File: config.mk
export PLATFORM = sky130hd
export DESIGN_NAME = button_bank
export DESIGN_NICKNAME = d
export VERILOG_FILES = /design/src/rtl/btn_pkg.sv /design/src/rtl/btn_channel.sv /design/src/rtl/button_bank.sv
export SDC_FILE = /design/constraint.sdc
export NUM_CORES = 1
export LEC_CHECK = 0
export ABC_AREA = 0
export CAP_MARGIN = 20
export CORE_AREA = 2 2 157 159
export DETAILED_ROUTE_END_ITERATION = 7
export DIE_AREA = 0 0 159 161
export SLEW_MARGIN = 20
export SYNTH_ARGS = -nofsm -noshare
export SYNTH_HDL_FRONTEND = slang
export SYNTH_SLANG_ARGS = --single-unit
File: constraint.sdc
create_clock -name clk -period 3 [get_ports clk]
set_clock_uncertainty 0.2 [all_clocks]
set_input_delay 0.6 -clock clk [delete_from_list [all_inputs] [get_ports clk]]
set_output_delay 0.6 -clock clk [all_outputs]
set_load 0.01 [all_outputs]
File: src/rtl/btn_pkg.sv
// Shared defaults and sizing helper for the push-button bank.
package btn_pkg;

  localparam int unsigned N_BTN_DEF           = 4;
  localparam int unsigned DEBOUNCE_CYCLES_DEF = 1_000_000;
  localparam int unsigned LONG_CYCLES_DEF     = 100_000_000;

  // Bits needed for a counter that must be able to hold max_val.
  function automatic int unsigned cnt_width(input int unsigned max_val);
    return $clog2(max_val + 1);
  endfunction

endpackage

File: src/rtl/btn_channel.sv
// One button channel: synchroniser, debouncer, hold counter and toggle.
module btn_channel
  import btn_pkg::*;
#(
  parameter int unsigned DEBOUNCE_CYCLES = DEBOUNCE_CYCLES_DEF,
  parameter int unsigned LONG_CYCLES     = LONG_CYCLES_DEF,
  parameter int unsigned LONG_CLEARS     = 1
) (
  input  logic clk,
  input  logic rst,
  input  logic btn,
  output logic level,
  output logic pressed,
  output logic released,
  output logic long_press,
  output logic toggle
);

  localparam int unsigned DB_W   = cnt_width(DEBOUNCE_CYCLES);
  localparam int unsigned HOLD_W = cnt_width(LONG_CYCLES);

  localparam logic [DB_W-1:0]   DB_LAST  = DB_W'(DEBOUNCE_CYCLES - 1);
  localparam logic [HOLD_W-1:0] HOLD_MAX = HOLD_W'(LONG_CYCLES);
  localparam logic [HOLD_W-1:0] HOLD_PRE = HOLD_W'(LONG_CYCLES - 1);

  logic              sync1_q, sync1_d;
  logic              sync2_q, sync2_d;
  logic              level_q, level_d;
  logic              pressed_q, pressed_d;
  logic              released_q, released_d;
  logic              long_q, long_d;
  logic              toggle_q, toggle_d;
  logic [DB_W-1:0]   db_cnt_q, db_cnt_d;
  logic [HOLD_W-1:0] hold_cnt_q, hold_cnt_d;

  // Next-state: sync chain, debounce acceptance, hold tracking and toggle.
  always_comb begin
    sync1_d    = btn;
    sync2_d    = sync1_q;
    level_d    = level_q;
    db_cnt_d   = db_cnt_q;
    pressed_d  = 1'b0;
    released_d = 1'b0;
    long_d     = 1'b0;
    hold_cnt_d = hold_cnt_q;
    toggle_d   = toggle_q;

    if (sync2_q == level_q) begin
      db_cnt_d = '0;
    end else if (db_cnt_q == DB_LAST) begin
      level_d    = sync2_q;
      db_cnt_d   = '0;
      pressed_d  = sync2_q;
      released_d = ~sync2_q;
    end else begin
      db_cnt_d = db_cnt_q + DB_W'(1);
    end

    if (!level_q) begin
      hold_cnt_d = '0;
    end else if (hold_cnt_q != HOLD_MAX) begin
      hold_cnt_d = hold_cnt_q + HOLD_W'(1);
      long_d     = (hold_cnt_q == HOLD_PRE);
    end

    if (pressed_d) begin
      toggle_d = ~toggle_q;
    end
    if (long_d && (LONG_CLEARS != 0)) begin
      toggle_d = 1'b0;
    end
  end

  // State registers with synchronous reset.
  always_ff @(posedge clk) begin
    if (rst) begin
      sync1_q    <= 1'b0;
      sync2_q    <= 1'b0;
      level_q    <= 1'b0;
      pressed_q  <= 1'b0;
      released_q <= 1'b0;
      long_q     <= 1'b0;
      toggle_q   <= 1'b0;
      db_cnt_q   <= '0;
      hold_cnt_q <= '0;
    end else begin
      sync1_q    <= sync1_d;
      sync2_q    <= sync2_d;
      level_q    <= level_d;
      pressed_q  <= pressed_d;
      released_q <= released_d;
      long_q     <= long_d;
      toggle_q   <= toggle_d;
      db_cnt_q   <= db_cnt_d;
      hold_cnt_q <= hold_cnt_d;
    end
  end

  assign level      = level_q;
  assign pressed    = pressed_q;
  assign released   = released_q;
  assign long_press = long_q;
  assign toggle     = toggle_q;

endmodule

File: src/rtl/button_bank.sv
// Bank of independent debounced button channels.
module button_bank
  import btn_pkg::*;
#(
  parameter int unsigned N_BTN           = N_BTN_DEF,
  parameter int unsigned DEBOUNCE_CYCLES = DEBOUNCE_CYCLES_DEF,
  parameter int unsigned LONG_CYCLES     = LONG_CYCLES_DEF,
  parameter int unsigned LONG_CLEARS     = 1
) (
  input  logic             clk,
  input  logic             rst,
  input  logic [N_BTN-1:0] btn,
  output logic [N_BTN-1:0] level,
  output logic [N_BTN-1:0] pressed,
  output logic [N_BTN-1:0] released,
  output logic [N_BTN-1:0] long_press,
  output logic [N_BTN-1:0] toggle
);

  // One identical channel per button pin.
  for (genvar i = 0; i < N_BTN; i++) begin : g_ch
    btn_channel #(
      .DEBOUNCE_CYCLES (DEBOUNCE_CYCLES),
      .LONG_CYCLES     (LONG_CYCLES),
      .LONG_CLEARS     (LONG_CLEARS)
    ) u_ch (
      .clk        (clk),
      .rst        (rst),
      .btn        (btn[i]),
      .level      (level[i]),
      .pressed    (pressed[i]),
      .released   (released[i]),
      .long_press (long_press[i]),
      .toggle     (toggle[i])
    );
  end

endmodule

==> run_results.csv <==
group,metric,value,unit
run_status,outcome,"completed",
critical_path,cp_max_fo,7,
sta,slew_viol_final,0,
clock_network,post_cts_resized,0,
cells_and_area,seqCellArea,0.00432,mm^2
cells_and_area,syn_to_final_growth,13.6,%
critical_path,cp_slowest_cell,"clkdlybuf4s50_1",
synth,yosysWarningCount,0,
cells_and_area,final_common_cell,"dfxtp_1",
synth,ys_seq_area_frac,0.448,
clock_network,htree_levels,1,
route,wirelength,17.4,mm
power_and_ir_drop,p_int,4.77,mW
place,postPlaceCellArea,0.0101,mm^2
place,port_buffers,25,
sta,maxSlewHeadroom,0.445,
synth,synth_area,0.00965,mm^2
synth,synthCells,1096,
synth,synth.ff_latch_count,216,
critical_path,cpPeakStageDelay,620,ps
critical_path,r2r_slack,660,ps
sta,rsz0062_at_grt,"false",
route,drtPass1Iterations,5,
critical_path,end_kind,"output port",
critical_path,path_cells,"clkdlybuf4s50_1",
power_and_ir_drop,combinationalPowerShare,0.006,
clock_network,clk_latency,530,ps
grt,grt_max_degree,34,
place,dpl.cell_count,1407,
route,drt_first_iter_violations,287,
sta,fin_crit_sh,0.812,
sta,fin_setup_tns,0,ps
hold_path,hold_class,"reg2reg",
cells_and_area,layout_common_cells,"dfxtp_1, nor2_1, xor2_1",
cells_and_area,final_layout_size_suffix_gt1_frac,0.0655,
floorplan,ios,26,
cells_and_area,final_util,0.458,
grt,grtUsageMet1,0.190,
place,pre_cts_ws,592,ps
clock_network,cts_made_buffers,26,
cells_and_area,antenna_cells,0,
clock_network,max-clock-path-buffers,3,
power_and_ir_drop,pwr-share-clk,0.513,
critical_path,start_kind,"flop",
synth,synth.avg_cell_area,8.81,um^2
grt,grt_pass1_wl,30.9,mm
floorplan,core,0.0240,mm^2
power_and_ir_drop,power.total,6.00,mW
route,drc_errors,0,
sta,tightest_slew,826,ps
route,wl_per_cell,12.0,um
floorplan,die_area,0.0256,mm^2
sta,hold_ws,237,ps
grt,top_usage_layer,"met2",
sta,period_needed,2440,ps
floorplan,std_cell_rows,57,
synth,syn_nets,1114,
clock_network,clkSlewWorstSetupHoldPaths,60,ps
power_and_ir_drop,p_switching,1.23,mW
clock_network,cts_setup_buffers,0,
synth,synth_enable_flop_cells,0,
sta,hold_viol,0,
critical_path,crit_buf_inv,1,
grt,antenna_found_initial,0,
power_and_ir_drop,p_leak,3.36,nW
cells_and_area,multi_input_area,0.00493,mm^2
power_and_ir_drop,max-vdd-ir-drop,426,uV
route,vias,7151,
cells_and_area,fill_cells,2416,
clock_network,cts_tree,"built",
power_and_ir_drop,seq_power_share,0.481,
cells_and_area,fin_area,0.0110,mm^2
flow_run,cap_violations,0,
clock_network,cts_hold_buf,0,
clock_network,clkSinkCount,216,
cells_and_area,stdcell_count,1454,
place,place_congestion,0.755,
sta,clock.fmax,410,MHz
grt,gr-total-overflow,0,
critical_path,critical_path.top_delay_family,"buffers and inverters",
grt,grt_use_met2,0.225,
place,hpwl,11.6,mm
synth,synth_flop_cell,"dfxtp_1",
critical_path,worst_ep_required_time,2200,ps
sta,setup_viol,0,
sta,worst_slack,563,ps
floorplan,start_util,0.403,
route,ant_nets,0,
critical_path,crit_arrival,1640,ps
grt,grt_pass1_vias,6704,
power_and_ir_drop,power_density,547,mW/mm^2
grt,grt_util_met3,0.0239,
critical_path,worstSetupPathType,"reg2out",
synth,synthArstFlopShare,0,
floorplan,die_h,161,um
route,routed_via_density,4.92,
floorplan,die_x,159,um
clock_network,clockRootBuffer,"clkbuf_16",
grt,grt.total_usage,0.138,
power_and_ir_drop,swShare,0.204,
cells_and_area,nets,1129,
synth,synthDistinctLibCells,50,
[registers in the layout (all words and copies together), names as in the netlist]
register              cells
g_ch.u_ch.hold_cnt_q    108
g_ch.u_ch.db_cnt_q       80
g_ch.u_ch.level           4
g_ch.u_ch.long_press      4
g_ch.u_ch.pressed         4
g_ch.u_ch.released        4
g_ch.u_ch.sync1_q         4
g_ch.u_ch.sync2_q         4
g_ch.u_ch.toggle          4
[routing by layer]
layer	wire length (um)	share of wire
met5	0	0
met4	421	0.024
met3	537	0.031
met2	7630	0.44
met1	8800	0.51
[kinds of logic (layout without fill, tap and decap cells)]
family | Yosys count | in the layout | synth area share
DFF | 216 | 216 | 0.448
xor gates and xnor gates | 166 | 166 | 0.151
and+or+nand+nor | 589 | 589 | 0.321
muxes | 7 | 7 | 0.00726
adders and majority gates | 12 | 12 | 0.0156
AOI/OAI and AO/OA | 31 | 31 | 0.0172
buffers and inverters | 75 | 109 | 0.0408
[worst reg2reg max path, stage by stage (launching register included)]
cell	delay, ps
dfxtp_1	370
or4b_2	660
nor4_2	340
and2_1	200
or3_2	350
nor2_1	100
[layout make-up]
cell class | count | area share
multi-input cells | 805 | 0.450
inverters | 28 | 0.00958
flip-flops and latches | 216 | 0.394
clock buffers | 37 | 0.0704
clock inverters | 10 | 0.00890
well taps | 324 | 0.0370
repair buffers | 34 | 0.0301
[cells in the mapped netlist, types with 2 or more instances]
master / n / area (um^2)
nor4b_1: 7 / 61.3
nor2b_1: 12 / 75.1
and3_1: 23 / 144
buf_6: 3 / 33.8
and4_1: 19 / 166
or3b_2: 4 / 35.0
nand3_1: 75 / 375
o21ai_0: 12 / 60.1
or4b_1: 2 / 20.0
nand2b_1: 9 / 56.3
nor2_1: 203 / 762
nor4bb_1: 3 / 30.0
mux2i_1: 7 / 70.1
nand2_1: 68 / 255
inv_1: 28 / 105
buf_1: 2 / 7.51
or3_1: 21 / 131
xnor2_1: 75 / 657
nor4_2: 3 / 37.5
or4_1: 3 / 22.5
and2_1: 11 / 68.8
clkbuf_1: 16 / 60.1
nand4_1: 38 / 238
xor2_1: 91 / 797
buf_2: 3 / 15.0
a21oi_1: 15 / 75.1
buf_4: 23 / 173
nand3b_1: 3 / 22.5
or4b_2: 5 / 50.1
ha_1: 12 / 150
o211ai_1: 2 / 15.0
dfxtp_1: 216 / 4320
nor4_1: 26 / 163
nor3_1: 33 / 165
nand4b_1: 5 / 43.8
nor3b_1: 3 / 22.5
or2b_1: 2 / 15.0
[power by group through the flow]
stage	registers, mW	logic, mW	clock network, mW
after detailed placement	2.94	0.0363	0
after global routing	2.88	0.0401	3.30
after floorplan	2.94	0.0239	0
after global placement	2.94	0.0361	0
final	2.88	0.0358	3.08
after CTS	2.88	0.0364	3.18
[path summary, 6_finish.rpt]
kind,start,end,depth (start not counted)
hold / removal,g_ch[2].u_ch.sync1_q,g_ch[2].u_ch.sync2_q,1
hold reg to reg,g_ch[2].u_ch.sync1_q,g_ch[2].u_ch.sync2_q,1
setup reg to reg,g_ch[3].u_ch.db_cnt_q[12],g_ch[3].u_ch.db_cnt_q[13],5
setup / recovery,g_ch[0].u_ch.level,level[0],1
No activity file was read; power rests on OpenSTA's default activity.
